--- src/rtl/mpu_i2c_sequencer.sv ---
// MPU-6050 gyro link sequencer: power-up configuration, then periodic burst reads over a byte-level I2C master.
// Define MPU_TEMP_EN to also read TEMP_OUT and present it on temp_out.
module mpu_i2c_sequencer #(
  parameter logic [6:0] DEV_ADDR   = 7'h68,
  parameter int         SAMPLE_DIV = 50000,
  parameter int         INIT_DELAY = 5000000,
  parameter logic [1:0] GYRO_FS    = 2'b00
) (
  input  logic        clk_in,
  input  logic        rst_in,
  input  logic        en_in,
  output logic        cmd_valid_out,
  input  logic        cmd_ready_in,
  output logic [2:0]  cmd_op_out,
  output logic [7:0]  cmd_data_out,
  input  logic        rsp_valid_in,
  input  logic [7:0]  rsp_data_in,
  input  logic        rsp_nack_in,
  output logic [15:0] gx_out,
  output logic [15:0] gy_out,
  output logic [15:0] gz_out,
  output logic        sample_valid_out,
  output logic        busy_out,
  output logic        error_out,
  output logic        overrun_out
`ifdef MPU_TEMP_EN
  ,
  output logic [15:0] temp_out
`endif
);

  localparam logic [2:0] OP_START = 3'd0;
  localparam logic [2:0] OP_WRITE = 3'd1;
  localparam logic [2:0] OP_RACK  = 3'd2;
  localparam logic [2:0] OP_RNACK = 3'd3;
  localparam logic [2:0] OP_STOP  = 3'd4;

`ifdef MPU_TEMP_EN
  localparam int         NBYTES = 8;
  localparam logic [7:0] RD_PTR = 8'h41;
`else
  localparam int         NBYTES = 6;
  localparam logic [7:0] RD_PTR = 8'h43;
`endif
  localparam int          BW           = NBYTES * 8;
  localparam logic [3:0]  RD_NACK_STEP = 4'(4 + NBYTES);
  localparam logic [3:0]  RD_LAST_STEP = 4'(5 + NBYTES);
  localparam logic [7:0]  ADDR_W       = {DEV_ADDR, 1'b0};
  localparam logic [7:0]  ADDR_R       = {DEV_ADDR, 1'b1};
  localparam logic [31:0] DELAY_LAST   = (INIT_DELAY > 0) ? 32'(INIT_DELAY - 1) : 32'd0;
  localparam logic [31:0] DIV_LAST     = 32'(SAMPLE_DIV - 1);

  // state     | meaning
  // BOOT_WAIT | settle delay after reset or error
  // CFG_PWR   | write PWR_MGMT_1 = 0 (wake)
  // CFG_GYRO  | write GYRO_CONFIG full-scale
  // IDLE      | configured, waiting for a sample tick
  // READ      | burst read of the sample registers
  // ABORT     | STOP after a NACK, then reconfigure
  typedef enum logic [2:0] {BOOT_WAIT, CFG_PWR, CFG_GYRO, IDLE, READ, ABORT} state_t;

  state_t        state, state_n;
  logic [3:0]    step, step_n;
  logic          waiting, waiting_n;
  logic [31:0]   delay_cnt, delay_n;
  logic [31:0]   div_cnt;
  logic          tick;
  logic          pending, pending_n;
  logic [BW-1:0] rd_buf, rd_buf_n;
  logic          valid_n, sample_n, error_n, overrun_n;
  logic [2:0]    op_n;
  logic [7:0]    data_n;
  logic [15:0]   gx_n, gy_n, gz_n;
`ifdef MPU_TEMP_EN
  logic [15:0]   temp_n;
`endif

  function automatic logic [10:0] seq_cmd(input state_t s, input logic [3:0] k);
    logic [10:0] c;
    c = {OP_STOP, 8'h00};
    case (s)
      CFG_PWR, CFG_GYRO: begin
        case (k)
          4'd0:    c = {OP_START, 8'h00};
          4'd1:    c = {OP_WRITE, ADDR_W};
          4'd2:    c = {OP_WRITE, (s == CFG_PWR) ? 8'h6B : 8'h1B};
          4'd3:    c = {OP_WRITE, (s == CFG_PWR) ? 8'h00 : {3'b000, GYRO_FS, 3'b000}};
          default: c = {OP_STOP, 8'h00};
        endcase
      end
      READ: begin
        if (k == 4'd0 || k == 4'd3)  c = {OP_START, 8'h00};
        else if (k == 4'd1)          c = {OP_WRITE, ADDR_W};
        else if (k == 4'd2)          c = {OP_WRITE, RD_PTR};
        else if (k == 4'd4)          c = {OP_WRITE, ADDR_R};
        else if (k < RD_NACK_STEP)   c = {OP_RACK, 8'h00};
        else if (k == RD_NACK_STEP)  c = {OP_RNACK, 8'h00};
        else                         c = {OP_STOP, 8'h00};
      end
      default: c = {OP_STOP, 8'h00};
    endcase
    return c;
  endfunction

  function automatic logic [3:0] last_step(input state_t s);
    case (s)
      CFG_PWR, CFG_GYRO: return 4'd4;
      READ:              return RD_LAST_STEP;
      default:           return 4'd0;
    endcase
  endfunction

  assign tick     = (div_cnt == DIV_LAST);
  assign busy_out = (state != IDLE) && (state != BOOT_WAIT);

  always_ff @(posedge clk_in or posedge rst_in) begin
    if (rst_in)    div_cnt <= '0;
    else if (tick) div_cnt <= '0;
    else           div_cnt <= div_cnt + 32'd1;
  end

  always_comb begin
    state_n   = state;
    step_n    = step;
    waiting_n = waiting;
    delay_n   = delay_cnt;
    pending_n = pending;
    rd_buf_n  = rd_buf;
    valid_n   = cmd_valid_out;
    op_n      = cmd_op_out;
    data_n    = cmd_data_out;
    gx_n      = gx_out;
    gy_n      = gy_out;
    gz_n      = gz_out;
`ifdef MPU_TEMP_EN
    temp_n    = temp_out;
`endif
    sample_n  = 1'b0;
    error_n   = error_out;
    overrun_n = 1'b0;

    case (state)
      BOOT_WAIT: begin
        if (delay_cnt >= DELAY_LAST) begin
          state_n = CFG_PWR;
          step_n  = 4'd0;
          delay_n = '0;
        end else begin
          delay_n = delay_cnt + 32'd1;
        end
      end
      IDLE: begin
        pending_n = 1'b0;
        if (en_in && (pending || tick)) begin
          state_n = READ;
          step_n  = 4'd0;
        end
      end
      default: begin
        // Ticks only count once configured; disabling drops any queued read.
        if (state == READ) begin
          if (!en_in)       pending_n = 1'b0;
          else if (tick) begin
            if (pending)    overrun_n = 1'b1;
            else            pending_n = 1'b1;
          end
        end

        if (cmd_valid_out) begin
          if (cmd_ready_in) begin
            valid_n   = 1'b0;
            waiting_n = 1'b1;
          end
        end else if (!waiting) begin
          valid_n         = 1'b1;
          {op_n, data_n}  = seq_cmd(state, step);
        end else if (rsp_valid_in) begin
          waiting_n = 1'b0;
          if (cmd_op_out == OP_WRITE && rsp_nack_in) begin
            error_n   = 1'b1;
            pending_n = 1'b0;
            state_n   = ABORT;
            step_n    = 4'd0;
          end else begin
            if (cmd_op_out == OP_RACK || cmd_op_out == OP_RNACK)
              rd_buf_n = {rd_buf[BW-9:0], rsp_data_in};
            if (step == last_step(state)) begin
              step_n = 4'd0;
              case (state)
                CFG_PWR:  state_n = CFG_GYRO;
                CFG_GYRO: state_n = IDLE;
                READ: begin
                  state_n  = IDLE;
                  sample_n = 1'b1;
                  gx_n     = rd_buf[47:32];
                  gy_n     = rd_buf[31:16];
                  gz_n     = rd_buf[15:0];
`ifdef MPU_TEMP_EN
                  temp_n   = rd_buf[63:48];
`endif
                end
                default: begin
                  state_n = BOOT_WAIT;
                  delay_n = '0;
                end
              endcase
            end else begin
              step_n         = step + 4'd1;
              valid_n        = 1'b1;
              {op_n, data_n} = seq_cmd(state, step + 4'd1);
            end
          end
        end
      end
    endcase
  end

  always_ff @(posedge clk_in or posedge rst_in) begin
    if (rst_in) begin
      state            <= BOOT_WAIT;
      step             <= '0;
      waiting          <= 1'b0;
      delay_cnt        <= '0;
      pending          <= 1'b0;
      rd_buf           <= '0;
      cmd_valid_out    <= 1'b0;
      cmd_op_out       <= '0;
      cmd_data_out     <= '0;
      gx_out           <= '0;
      gy_out           <= '0;
      gz_out           <= '0;
`ifdef MPU_TEMP_EN
      temp_out         <= '0;
`endif
      sample_valid_out <= 1'b0;
      error_out        <= 1'b0;
      overrun_out      <= 1'b0;
    end else begin
      state            <= state_n;
      step             <= step_n;
      waiting          <= waiting_n;
      delay_cnt        <= delay_n;
      pending          <= pending_n;
      rd_buf           <= rd_buf_n;
      cmd_valid_out    <= valid_n;
      cmd_op_out       <= op_n;
      cmd_data_out     <= data_n;
      gx_out           <= gx_n;
      gy_out           <= gy_n;
      gz_out           <= gz_n;
`ifdef MPU_TEMP_EN
      temp_out         <= temp_n;
`endif
      sample_valid_out <= sample_n;
      error_out        <= error_n;
      overrun_out      <= overrun_n;
    end
  end

endmodule

--- config.mk ---
export PLATFORM = sky130hd
export DESIGN_NAME = mpu_i2c_sequencer
export DESIGN_NICKNAME = d
export VERILOG_FILES = /design/src/rtl/mpu_i2c_sequencer.sv
export SDC_FILE = /design/constraint.sdc
export NUM_CORES = 1
export LEC_CHECK = 0
export ABC_AREA = 1
export ABC_CLOCK_PERIOD_IN_PS = 14400
export CAP_MARGIN = 20
export CORE_ASPECT_RATIO = 0.75
export CORE_MARGIN = 2
export CORE_UTILIZATION = 25
export CTS_BUF_LIST = sky130_fd_sc_hd__clkbuf_4
export DETAILED_ROUTE_END_ITERATION = 8
export PLACE_DENSITY = 0.47
export RECOVER_POWER = 100
export SLEW_MARGIN = 20
export SYNTH_ARGS = -nofsm -noshare
export SYNTH_HDL_FRONTEND = slang
export SYNTH_SLANG_ARGS = --single-unit
--- constraint.sdc ---
create_clock -name clk_in -period 14.4 [get_ports clk_in]
set_clock_uncertainty 0.1 [all_clocks]
set_input_delay 1.44 -clock clk_in [delete_from_list [all_inputs] [get_ports clk_in]]
set_output_delay 1.44 -clock clk_in [all_outputs]
set_load 0.01 [all_outputs]
==> impl_results.md <==
* First-pass GRT wire length at 39.12 mm
* CTS sink count at around 180
* Initial antenna violation count at 1
* Post-route setup TNS at 0 ns
* Area of the multi-input gates at 3774 um^2
* Worst r2r src: state[0]
* Grt total ovfl at 0
* Status: finished, violations left
* Failing checks: capacitance limit, slew limit
* Critical Path RT at ~14 ns
* Hold path cells at 2
* Worst VDD drop at 0.06511 mV
* CTS tree: done
* Wire length per cell at around 14 um
* Power Dens Cells at 132.3 nW/um^2
* Yosys cell types at 37
* Core area at 35880 um^2
* # resized after CTS at 0
* Syn avg cell area at just under 8 um^2
* Reg area at approximately 4600 um^2
* Sequential area share after synthesis at 50.32%
* DR iter-0 viols at around 570
* RSZ-0062 raised after global routing: false
* Clk pwr share at about a fifth
* Setup slack, reg-to-reg at about 9 ns
* Comb pwr share at between 30 and 40%
* Nets at between 1k and 1.5k
* Top cells by area, synth: dfrtp_1 50%, nand2_1 14%, inv_1 5.8%, nor2_1 5.4%, o21ai_0 4.5%
* Htree depth at 4
* Cell internal pwr at 810.2 uW
* CP Max Fanout at 129
* Slew of the pin with the lowest slew margin at between 5 and 6 ns
* # DRC at 0
* Net Sw Frac at a little over two fifths
* Reg2Reg Capture Point: rd_buf[19]
* Count of filler cells inserted in the layout at between 3k and 4k
* Clk root buf: clkbuf_4
* Sequential Power Share at between 40% and 50%
* Die height at about 170 um
* Post-Route WL at about 24 mm
* Fraction of layout cells with a size suffix above 1 at approximately 3.3%
* Sw Pwr at around 590 uW
* Slew Viols, Final at roughly 370
* Num CTS Buffers at 17
* Cell count after synthesis at approximately 1.2k
* Final Cycle Share at between 50% and 60%
* I/O pins at approximately 80
* GR Util All Layers at between 10% and 20%
* Relative slew slack at -285.4%
* Mapped cell area at 9100 um^2
* Pleak at 5.132 nW
* Final Hold Viols at 0
* Metal3 WL at ~1.2 mm
* Worst Setup End Kind: asynchronous set/reset pin
* Post-synth top area share at 50.32%
* Maxcap violations at 4
* Post-synth ARST share at 100.0%
* Area leader, netlist: dfrtp_1
* Main synth FF type: dfrtp_1
* Starting density of the core at 25.36%
* Post-DP HPWL at approximately 17 mm
* Hold Path Class: flip-flop to flip-flop
* Die width at 224.3 um
* Met1 wire length at between 10 and 15 mm
* Critical path launch point: rst_in
* GPL Wtd Cong at between 0.8 and 0.9
* Post-synth EDFFs at 0
* Met2 Wirelength at 9.662 mm
* DR vias at roughly 7.6k
* Setup bufs post-CTS at 0
* Largest net degree at the start of global routing at 130
* Number of global-route vias before repair at between 7k and 8k
* CP Launch Type: input pin
* Setup-failing EPs final at 0
* Top Layer Used: met4
* # port buffers at 76
* Max Clk Rate at 0.1353 GHz
* Ys Warns at 0
* Final core occ at between 20% and 30%
* CTS Hold Bufs at 0
* Die area at about 38000 um^2
* Reg2Reg Depth at 6
* First-pass DRT Iterations at 5
* Syn_nets at approximately 1.2k
* Via/cell ratio at roughly 4.4
* Seq cells post-synth at approximately 180
* Detail Route Antenna Nets at 0
* CP arrival at between 7 and 8 ns
* Worst-path clk slew at 0.16 ns
* WS Path Type: input pin to asynchronous set/reset pin
* Site Rows at 60
* Layout area overhead at 16.07%
* Critical Path Sink: delay_cnt[24]
* Fin crit period at about 7.4 ns
* Clk Latency, worst-skew pair at between 0.6 and 0.7 ns
* CTS max path bufs at 2
[power groups by stage]
stage          sequential [mW]  clock [mW]  combinational [mW]
2_1_floorplan            0.640           0               0.320
3_3_place_gp             0.650           0               0.482
3_5_place_dp             0.650           0               0.482
4_1_cts                  0.641       0.317               0.485
5_1_grt                  0.650       0.338               0.528
6_report                 0.639       0.300               0.459
[final cells by class]
type	count	area share, %
antenna	1	0.02369
clock buffer	17	1.208
clock inverter	15	1.647
inverter	147	5.259
multi-input combinational	813	35.73
sequential	183	43.35
tap	465	5.508
timing repair buffer	78	7.273
[through the flow]
stage	power, mW	worst slack, ns	instances	cell area, um^2	hold WS [ns]
5_1_grt	1.517	5.447	1719	10560	0.4248
3_5_place_dp	1.132	10.31	1686	10310	0.3697
2_1_floorplan	0.9600	7.888	1175	9100	0.3422
3_3_place_gp	1.132	10.34	1686	10310	0.3669
6_report	1.397	7.009	1719	10560	0.3997
4_1_cts	1.443	10.12	1718	10620	0.4057
[synth_stat cells (all sizes together), types with 11 or more instances]
cell type and count:
inv 146, xnor2 15, nand3 77, nor2 132, nor3 34, buf 21, nand2 350, dfrtp 183
xor2 26, nand4 26, o21ai 100, clkbuf 11, a21oi 21
[worst min-delay path by stage]
stage / start / end / slack [ns]
5_1_grt: rd_buf[47] / gx_out[15] / 0.42
3_3_place_gp: rd_buf[32] / rd_buf[32] / 0.37
2_1_floorplan: rd_buf[42] / gx_out[10] / 0.34
3_5_place_dp: gz_out[15] / gz_out[15] / 0.37
6_report: cmd_data_out[4] / cmd_data_out[4] / 0.40
4_1_cts: rd_buf[47] / gx_out[15] / 0.41
[layout by cell type, fill, tap and decap left out, drive strengths merged]
cell type	count
and3	1
clkinv	7
o21bai	2
xor2	26
o211ai	4
clkinvlp	2
dfrtp	183
clkbuf	19
nand3	77
nand3b	3
or2	1
nor3b	2
a21oi	21
ha	8
nor2	132
a21boi	1
inv	153
conb	1
dlygate4sd3	65
diode	1
nand2	350
clkdlybuf4s50	11
xnor2	15
nand4	26
o21ai	100
nor3	34
nor4	9
[layer usage]
| metal | track usage [%] | vias to the layer above |
|---|---|---|
| li1 | - | 3857 |
| met1 | 19.35 | 3577 |
| met2 | 18.58 | 131 |
| met3 | 3.272 | 12 |
| met4 | 3.743 | 0 |
| met5 | 0 | - |
[state kept, by name, indices dropped and copies added (netlist names), 3 cells and up]
register / cells
rd_buf: 48
delay_cnt: 32
div_cnt: 32
gx_out: 16
gy_out: 16
gz_out: 16
cmd_data_out: 7
step: 4
cmd_op_out: 3
state: 3
[cells by family after synthesis]
family / share of synthesized area (%)
AO/OA/AOI/OAI: 7.356
AND/OR/NAND/NOR: 29.33
flip-flops: 50.32
adder cells (fa/ha/maj): 1.100
other: 0.04121
buffers and inverters: 7.906
XOR/XNOR: 3.946
[critical path, stage by stage]
cell and delay, ns:
dlygate4sd3_1 0.55, clkinvlp_2 3.14, clkbuf_1 2.23
Power figures use the tool's default switching activity.
